==> config.mk <==
export PLATFORM = sky130hd
export DESIGN_NAME = vm80_intc_flat
export DESIGN_NICKNAME = d
export VERILOG_FILES = /design/src/rtl/vm80_pkg.sv /design/src/rtl/vm80_intc_if.sv /design/src/rtl/vm80_intc_prio.sv /design/src/rtl/vm80_intc.sv /design/src/flat_wrapper.sv
export SDC_FILE = /design/constraint.sdc
export NUM_CORES = 1
export LEC_CHECK = 0
export ABC_AREA = 1
export CORE_UTILIZATION = 52
export DETAILED_ROUTE_END_ITERATION = 6
export PLACE_DENSITY = 0.79
export SLEW_MARGIN = 10
export SYNTH_ARGS = -nofsm -noshare
export SYNTH_HDL_FRONTEND = slang
export SYNTH_SLANG_ARGS = --single-unit
==> constraint.sdc <==
create_clock -name clock -period 2.4 [get_ports clock]
set_clock_uncertainty 0.2 [all_clocks]
set_input_delay 0.48 -clock clock [delete_from_list [all_inputs] [get_ports clock]]
set_output_delay 0.48 -clock clock [all_outputs]
set_load 0.05 [all_outputs]
==> src/rtl/vm80_pkg.sv <==
// Shared constants for the vm80 interrupt controller: RST opcode template,
// register map and command bit positions.
package vm80_pkg;

   // RST n opcode with the vector field (bits 5:3) cleared
   localparam logic [7:0] RST_OPCODE = 8'b11_000_111;

   // Register map selected by reg_addr
   typedef enum logic {
      REG_MASK = 1'b0,
      REG_CMD  = 1'b1
   } reg_addr_e;

   // Command register bit that requests a nonspecific end-of-interrupt
   localparam int EOI_BIT = 7;

   // Build the RST opcode for a 3-bit vector number
   function automatic logic [7:0] rst_op(input logic [2:0] vec);
      rst_op = RST_OPCODE | {2'b00, vec, 3'b000};
   endfunction

endpackage

==> src/rtl/vm80_intc_if.sv <==
// Register bus between the CPU-side register decoder and the interrupt
// controller: write strobe, address, write data and combinational read data.
interface vm80_intc_if;

   logic       reg_we;
   logic       reg_addr;
   logic [7:0] reg_wdata;
   logic [7:0] reg_rdata;

   modport master (
      output reg_we,
      output reg_addr,
      output reg_wdata,
      input  reg_rdata
   );

   modport slave (
      input  reg_we,
      input  reg_addr,
      input  reg_wdata,
      output reg_rdata
   );

endinterface

==> src/rtl/vm80_intc_prio.sv <==
// Combinational rotating priority encoder. Channel prio_ptr is the lowest
// priority, prio_ptr+1 (mod CHANNELS) the highest. A channel wins only if it
// is eligible and no in-service channel of equal or higher priority exists.
module vm80_intc_prio #(
   parameter int CHANNELS = 8,
   parameter int PW       = 3
) (
   input  logic [CHANNELS-1:0] eligible,
   input  logic [CHANNELS-1:0] isr,
   input  logic [PW-1:0]       prio_ptr,
   output logic                win_valid,
   output logic [PW-1:0]       win_ch
);

   // Walk channels from highest to lowest priority; the first in-service or eligible one ends the search
   always_comb begin
      logic          done;
      logic [PW-1:0] idx;
      win_valid = 1'b0;
      win_ch    = '0;
      done      = 1'b0;
      idx       = '0;
      for (int k = 1; k <= CHANNELS; k++) begin
         idx = PW'((int'(prio_ptr) + k) % CHANNELS);
         if (!done) begin
            if (isr[idx]) begin
               done = 1'b1;
            end else if (eligible[idx]) begin
               win_valid = 1'b1;
               win_ch    = idx;
               done      = 1'b1;
            end
         end
      end
   end

endmodule

==> src/rtl/vm80_intc.sv <==
// Priority interrupt controller for the KR580VM80A-compatible core.
// Latches requests, arbitrates by rotating priority and mask, injects an
// RST opcode into the fetch path and tracks in-service levels until EOI.
module vm80_intc
   import vm80_pkg::*;
#(
   parameter int CHANNELS    = 8,
   parameter int VECTOR_BASE = 0,
   parameter int EDGE        = 1,
   parameter int ROTATE      = 0
) (
   input  logic                clock,
   input  logic                reset,
   input  logic                ce,
   input  logic [CHANNELS-1:0] irq,
   input  logic                m0,
   input  logic                iff1,
   input  logic [7:0]          mem_in,
   output logic [7:0]          cpu_in,
   output logic                inject,
   vm80_intc_if.slave          bus
);

   localparam int            PW        = (CHANNELS > 1) ? $clog2(CHANNELS) : 1;
   localparam logic [PW-1:0] PTR_RESET = PW'(CHANNELS - 1);

   logic [CHANNELS-1:0] irq_p0, irq_p1, irq_p2;
   logic [CHANNELS-1:0] irq_s, rise, pend_q, pending, eligible;
   logic [CHANNELS-1:0] isr, ack, eoi_clr;
   logic [7:0]          mask;
   logic [PW-1:0]       prio_ptr, sel_ch, win_ch, top_ch;
   logic                sel_valid, win_valid, top_valid;
   logic                mask_we, eoi;
   logic [2:0]          vec;

   assign irq_s    = irq_p1;
   assign rise     = irq_s & ~irq_p2;
   assign pending  = (EDGE != 0) ? pend_q : irq_s;
   assign eligible = pending & ~mask[CHANNELS-1:0];

   assign mask_we = ce & bus.reg_we & (bus.reg_addr == REG_MASK);
   assign eoi     = ce & bus.reg_we & (bus.reg_addr == REG_CMD) & bus.reg_wdata[EOI_BIT];

   // Injection uses the registered selection, so same-cycle mask writes cannot disturb it
   assign inject = m0 & ce & iff1 & sel_valid;
   assign vec    = 3'(VECTOR_BASE) + 3'(sel_ch);
   assign cpu_in = inject ? rst_op(vec) : mem_in;

   // Arbitration winner among eligible requests
   vm80_intc_prio #(.CHANNELS(CHANNELS), .PW(PW)) u_arb (
      .eligible (eligible),
      .isr      (isr),
      .prio_ptr (prio_ptr),
      .win_valid(win_valid),
      .win_ch   (win_ch)
   );

   // Highest-priority in-service level, the target of a nonspecific EOI
   vm80_intc_prio #(.CHANNELS(CHANNELS), .PW(PW)) u_top (
      .eligible (isr),
      .isr      ({CHANNELS{1'b0}}),
      .prio_ptr (prio_ptr),
      .win_valid(top_valid),
      .win_ch   (top_ch)
   );

   // One-hot acknowledge and EOI-clear vectors
   always_comb begin
      ack     = '0;
      eoi_clr = '0;
      if (inject) ack[sel_ch] = 1'b1;
      if (eoi && top_valid) eoi_clr[top_ch] = 1'b1;
   end

   // Two-stage synchroniser, edge history and edge-latched pending; a fresh edge beats an acknowledge
   always_ff @(posedge clock or posedge reset) begin
      if (reset) begin
         irq_p0 <= '0;
         irq_p1 <= '0;
         irq_p2 <= '0;
         pend_q <= '0;
      end else if (ce) begin
         irq_p0 <= irq;
         irq_p1 <= irq_p0;
         irq_p2 <= irq_p1;
         pend_q <= (pend_q & ~ack) | rise;
      end
   end

   // In-service levels: EOI clears first, then the injected level is set
   always_ff @(posedge clock or posedge reset) begin
      if (reset) begin
         isr <= '0;
      end else if (ce) begin
         isr <= (isr & ~eoi_clr) | ack;
      end
   end

   // Priority pointer: the channel just ended becomes lowest when rotation is enabled
   always_ff @(posedge clock or posedge reset) begin
      if (reset) begin
         prio_ptr <= PTR_RESET;
      end else if (eoi && top_valid && (ROTATE != 0)) begin
         prio_ptr <= top_ch;
      end
   end

   // Mask register, all channels masked out of reset
   always_ff @(posedge clock or posedge reset) begin
      if (reset) begin
         mask <= 8'hFF;
      end else if (mask_we) begin
         mask <= bus.reg_wdata;
      end
   end

   // Registered selection; dropped for one cycle after an injection so a request fires once
   always_ff @(posedge clock or posedge reset) begin
      if (reset) begin
         sel_valid <= 1'b0;
         sel_ch    <= '0;
      end else if (ce) begin
         sel_valid <= win_valid & ~inject;
         sel_ch    <= win_ch;
      end
   end

   // Combinational register read-back
   always_comb begin
      bus.reg_rdata = '0;
      if (bus.reg_addr == REG_MASK) bus.reg_rdata = mask;
      else bus.reg_rdata[CHANNELS-1:0] = pending;
   end

endmodule

==> src/flat_wrapper.sv <==
// flat-port wrapper written by rule: the top's interface ports become plain ports
module vm80_intc_flat import vm80_pkg::*;
#(
   parameter int CHANNELS    = 8,
   parameter int VECTOR_BASE = 0,
   parameter int EDGE        = 1,
   parameter int ROTATE      = 0
)
  (clock, reset, ce, irq, m0, iff1, mem_in, cpu_in, inject, bus_reg_we, bus_reg_addr, bus_reg_wdata, bus_reg_rdata);
  vm80_intc_if bus_i ();
  input  logic clock;
  input  logic reset;
  input  logic ce;
  input  logic [CHANNELS-1:0] irq;
  input  logic m0;
  input  logic iff1;
  input  logic [7:0] mem_in;
  output logic [7:0] cpu_in;
  output logic inject;
  input wire logic [$bits(bus_i.reg_we)-1:0] bus_reg_we;
  input wire logic [$bits(bus_i.reg_addr)-1:0] bus_reg_addr;
  input wire logic [$bits(bus_i.reg_wdata)-1:0] bus_reg_wdata;
  output wire logic [$bits(bus_i.reg_rdata)-1:0] bus_reg_rdata;
  assign bus_i.reg_we = bus_reg_we;
  assign bus_i.reg_addr = bus_reg_addr;
  assign bus_i.reg_wdata = bus_reg_wdata;
  assign bus_reg_rdata = bus_i.reg_rdata;
  vm80_intc #(.CHANNELS(CHANNELS), .VECTOR_BASE(VECTOR_BASE), .EDGE(EDGE), .ROTATE(ROTATE)) u_core (.clock(clock), .reset(reset), .ce(ce), .irq(irq), .m0(m0), .iff1(iff1), .mem_in(mem_in), .cpu_in(cpu_in), .inject(inject), .bus(bus_i));
endmodule
After elaboration in Yosys (flattened, before gate mapping)
Memories as Yosys holds them, arrays and structs flattened.
Index checks and enable logic that the tools add are counted.
{"block": "word_totals", "regBits": 52, "latchBits": 0, "ramBits": 0, "mem_bits_ro": 64, "input_bits": 31, "output_inout_bits": 17, "elab_cells": 237, "memories": 8}
{"block": "classes", "add_sub_neg": 8, "n_mul": 0, "n_div": 0, "magnitude_cmp": 12, "eq_ne": 0, "n_shift": 0, "muxes": 178, "n_bitwise": 20, "reduce_logical": 3}
{"name": "(no name shown)", "depth": 8, "width": 1, "rd": 1, "rd_ports_with_merged_regs": 0, "wr": 0, "line_no": "vm80_intc_prio.sv:26", "source": "if (isr[idx]) begin"}
{"name": "(no name shown)", "depth": 8, "width": 1, "rd": 1, "rd_ports_with_merged_regs": 0, "wr": 0, "line_no": "vm80_intc_prio.sv:26"}
{"name": "(no name shown)", "depth": 8, "width": 1, "rd": 1, "rd_ports_with_merged_regs": 0, "wr": 0, "line_no": "vm80_intc_prio.sv:26"}
{"name": "(no name shown)", "depth": 8, "width": 1, "rd": 1, "rd_ports_with_merged_regs": 0, "wr": 0, "line_no": "vm80_intc_prio.sv:26"}
{"name": "(no name shown)", "depth": 8, "width": 1, "rd": 1, "rd_ports_with_merged_regs": 0, "wr": 0, "line_no": "vm80_intc_prio.sv:26"}
{"name": "(no name shown)", "depth": 8, "width": 1, "rd": 1, "rd_ports_with_merged_regs": 0, "wr": 0, "line_no": "vm80_intc_prio.sv:26"}
{"name": "2 more memories"}
{"op": "$mux 3", "count": 46}
{"op": "$mux 1", "count": 110}
{"op": "$bmux 1 s3", "count": 16}
{"op": "$lt 3x4->1 const B", "count": 10}
{"op": "$and 8x8->8", "count": 4}
{"op": "$mux 8", "count": 4}
{"op": "$not 8->8", "count": 4}
{"op": "$or 8x8->8", "count": 2}
{"op": "$add 3x3->3 const B", "count": 4}
{"op": "$and 1x1->1", "count": 8}
{"op": "$add 3x1->3 const B", "count": 2}
{"op": "$add 3x2->3 const B", "count": 2}
{"op": "$demux 1 s3", "count": 2}
{"op": "$ge 3x1->1 const B", "count": 2}
{"op": "$logic_and 1x1->1", "count": 3}
{"op": "$not 1->1", "count": 2}

Depth between registers and ports, before layout
{"block": "logic_depth", "depth_word": 34, "mapped_depth": 11, "depth_no_buf": 11}

Cells and area by module
A second synthesis with hierarchy kept.
{"block": "hier_totals", "cells_unflattened": 754, "hier_area_um2": 4817.1}
{"mod": "vm80_intc_prio", "n_inst": 2, "cells_each": 227, "area_per_inst_um2": 1212.4, "seq_area_each_um2": 0.0}
{"mod": "vm80_intc", "n_inst": 1, "cells_each": 300, "area_per_inst_um2": 2392.3, "seq_area_each_um2": 1311.3}

Worst setup path after synthesis
No wires, ideal clock.
{"block": "synth_timing", "path_type": "input -> output", "startpoint": "input bus_reg_addr", "endpoint": "output bus_reg_rdata[5]", "arrival_ns": 1.944, "t_required_ns": 1.720, "setup_slack_ns": -0.224, "cell_stages": 3, "n_path_buf": 2, "cell_sequence": "buf_2 -> buf_1 -> o21ai_0"}
{"block": "synth_via", "elab_chain_cells": 1}
{"item": "start: declaration", "line_no": "flat_wrapper.sv:21", "source": "input wire logic [$bits(bus_i.reg_addr)-1:0] bus_reg_addr;"}
{"item": "$mux 8", "line_no": "vm80_intc.sv:131", "source": "if (bus.reg_addr == REG_MASK) bus.reg_rdata = mask;"}
{"item": "end: declaration", "line_no": "flat_wrapper.sv:23", "source": "output wire logic [$bits(bus_i.reg_rdata)-1:0] bus_reg_rdata;"}
No other way between the ends.

Worst setup path in the final report
{"block": "layout_timing", "startpoint": "input bus_reg_addr", "endpoint": "output bus_reg_rdata[0]"}
The elaborated chain is that of the path after synthesis.

==> out/metrics.yaml <==
crit_family: "buffers and inverters"
grtUsageTotal_pct: 24.4
antenna_found_initial: 0
place.gp.congestion: 0.864
crit_buf_inv: 4
numClockSinks: 52
finish.utilization_pct: 73.6
dp_hpwl_um: 4510
netlist_area_sq_mm: 0.00260
grt_pass1_wl_um: 9820
rows: 25
die_area_sq_mm: 0.00529
hold_end: "u_core.pend_q[1]"
period_minus_slack_ns: 2.36
vias: 2258
hold_path.startpoint: "u_core.irq_p2[1]"
grt_max_degree: 37
grt_overflow: 0
layout-area-overhead-vs-synth_pct: 34.5
cts.htree.levels: 2
root_buffer: "clkbuf_8"
min_period_over_period_pct: 98.3
tightest_slew_ns: 0.383
hold_path_depth: 1
netlist_top_cells_area: "dfrtp_1 (42%), nand2_1 (19%), dfstp_2 (8.1%)"
rr_startpoint: "u_core.mask[2]"
p_per_area_mw_per_mm2: 851
ys_ff_latch: 52
seq_area_frac_synth_pct: 50.4
clkLatencyLatePin_ns: 0.31
cts_tree: "yes"
critPathMaxFanout: 18
cp_slowest_stage_delay_ns: 0.45
core_sq_mm: 0.00475
status: "complete, no violations"
ff2ff_path_depth: 9
hold_viol: 0
die-width_um: 72.7
cp-start-kind: "input pin"
peakVddDrop_mv: 0.682
final-setup-viol-count: 0
drc: 0
postCtsSetupRepairBufs: 0
cpMaxStageDelayCell: "clkdlybuf4s50_1"
synth_warnings: 3
port_buffers: 47
path_class: "in2out"
crit_chain: "clkdlybuf4s50_1, buf_12, o21ai_0, buf_4, buf_12"
worst_hold_path_type: "reg2reg"
cts.hold.buffers_added: 0
syn_nets: 354
routed_via_density: 5.04
wl_per_cell_um: 12.8
critical_path.most_common_cell: "buf_12"
drive_gt1_share_pct: 18.6
synth_area_per_cell_sq_um: 8.05
rr_endpoint: "u_core.sel_ch[0]"
wirelength_um: 5740
nets: 411
rsz0062_at_grt: "false"
diodes: 0
detail-route-antenna-nets: 0
p_leak_nw: 1.78
dp_slack_ns: 0.0385
drv_cap: 0
crit_arrival_ns: 1.68
start_util_pct: 54.7
first_pass_iters: 4
synth_top_cell_by_area: "dfrtp_1"
fin_ws_ns: 0.0410
grt_pass1_vias: 2184
end_kind: "primary output"
clkTransAtPathRegs_ns: 0.10
timing.hold.ws_ns: 0.250
synthCells: 323
ios: 48
r2r_setup_slack_ns: 0.68
synth_top_cell_area_share_pct: 42.3
synth.distinct_cells: 32
slew-limit-headroom_pct: 74.2
clk_path_buf_depth: 2
fmax_ghz: 0.424
maxSlewViolCount: 0
numCtsBuffers: 5
worstPathRequired_ns: 1.72
drt-initial-drc-count: 172
fp.dieH_um: 72.7
[logic make-up after synthesis]
kind of cell / synth area share (%)
and+or+nand+nor: 33.4
buffers and inverters: 6.69
AOI/OAI and AO/OA: 9.48
DFF: 50.4
[area by class of cell]
type | instances | area [sq um]
inverter | 31 | 116
clock buffer | 5 | 68.8
fill | 352 | 1260
tap | 67 | 83.8
sequential | 52 | 1310
timing repair buffer | 59 | 756
multi-input combinational | 231 | 1110
clock inverter | 3 | 46.3
[state kept, by name (all words and copies together) (netlist names)]
signal,flops
u_core.irq_p2,8
u_core.pend_q,8
u_core.irq_p0,8
u_core.isr,8
u_core.mask,8
u_core.sel_valid,1
u_core.sel_ch,3
u_core.irq_p1,8
[stage by stage]
| step | cells | setup TNS [ns] | area [sq um] | power (mW) |
|---|---|---|---|---|
| after global placement | 440 | 0 | 3380 | 2.34 |
| after global routing | 448 | 0 | 3500 | 3.17 |
| final | 448 | 0 | 3500 | 2.98 |
| after CTS | 448 | 0 | 3500 | 2.98 |
| after floorplan | 323 | -0.590 | 2600 | 1.96 |
| after detailed placement | 440 | 0 | 3380 | 2.38 |
[how the worst max path moves through the flow]
stage	from	end	cells after the start
final	bus_reg_addr	bus_reg_rdata[0]	5
after global routing	bus_reg_addr	bus_reg_rdata[0]	5
after CTS	iff1	cpu_in[6]	5
after detailed placement	iff1	cpu_in[6]	5
after global placement	iff1	cpu_in[7]	5
after floorplan	bus_reg_addr	bus_reg_rdata[5]	3
[per-layer routing]
| metal | track usage (%) | part of all wire, % |
|---|---|---|
| met5 | 0 | 0 |
| met4 | 7.63 | 2.5 |
| met3 | 4.42 | 3.0 |
| met2 | 40.2 | 49 |
| met1 | 33.1 | 45 |
[synthesized netlist by cell type]
master and number:
o21ai_2 1, o21ai_1 3, o211ai_1 1, a21oi_1 15, clkbuf_1 1, nand4_4 2, inv_2 4, nor3b_1 1
dfrtp_1 44, nor2_4 5, buf_4 1, buf_2 4, o31ai_1 3, dfstp_2 8, nand3_4 2, nand3_1 7
o22ai_1 1, nand4_1 3, buf_6 2, inv_1 27, nand2_1 131, nor2_2 3, a31oi_1 1, o21ai_0 21
nand4_2 1, or2_2 5, buf_1 1, nor4_1 1, nand3b_1 1, nor2_1 20, nand3b_4 1, nor3_1 2
[worst register-to-register path: stages, from the launching register on]
cell	delay [ns]
dfstp_2	0.53
inv_1	0.07
nand2_1	0.10
nand2_1	0.07
nor2_2	0.14
nand3_1	0.09
o21ai_0	0.20
nand3b_1	0.17
nand2_1	0.06
inv_1	0.05
[timing repair]
action | in CTS | in global routing
setup endpoints to repair | 0 | 6
gates resized for setup | 0 | 1
hold endpoints to repair | 0 | 0
[power by group]
part / switching (mW) / leakage [nW] / total (mW) / internal [mW]
combinational: 0.683 / 1.11 / 1.14 / 0.460
sequential: 0.163 / 0.612 / 1.22 / 1.06
clock: 0.298 / 0.0548 / 0.612 / 0.314
total: 1.14 / 1.78 / 2.98 / 1.83
[layout by cell type (no fill, tap or decap)]
master           instances
bufinv_16                1
a31oi_1                  1
nand3b_4                 1
o22ai_1                  1
o21ai_2                  1
inv_2                    6
nand3b_1                 1
nand2_1                131
nand3_1                  7
nor3b_1                  1
clkbuf_8                 5
or2_2                    5
nor3_1                   2
inv_6                    1
inv_1                   25
nand3_4                  2
dfstp_2                  8
buf_4                   10
nand4_2                  1
nor2_2                   3
clkdlybuf4s50_1         30
nor2_4                   5
o21ai_0                 20
nand4_1                  3
o31ai_1                  3
nor4_1                   1
nand4_4                  2
buf_12                  19
dfrtp_1                 44
o21ai_1                  4
o211ai_1                 1
clkinvlp_4               1
a21oi_1                 15
nor2_1                  20
No activity file was read; power rests on OpenSTA's default activity.
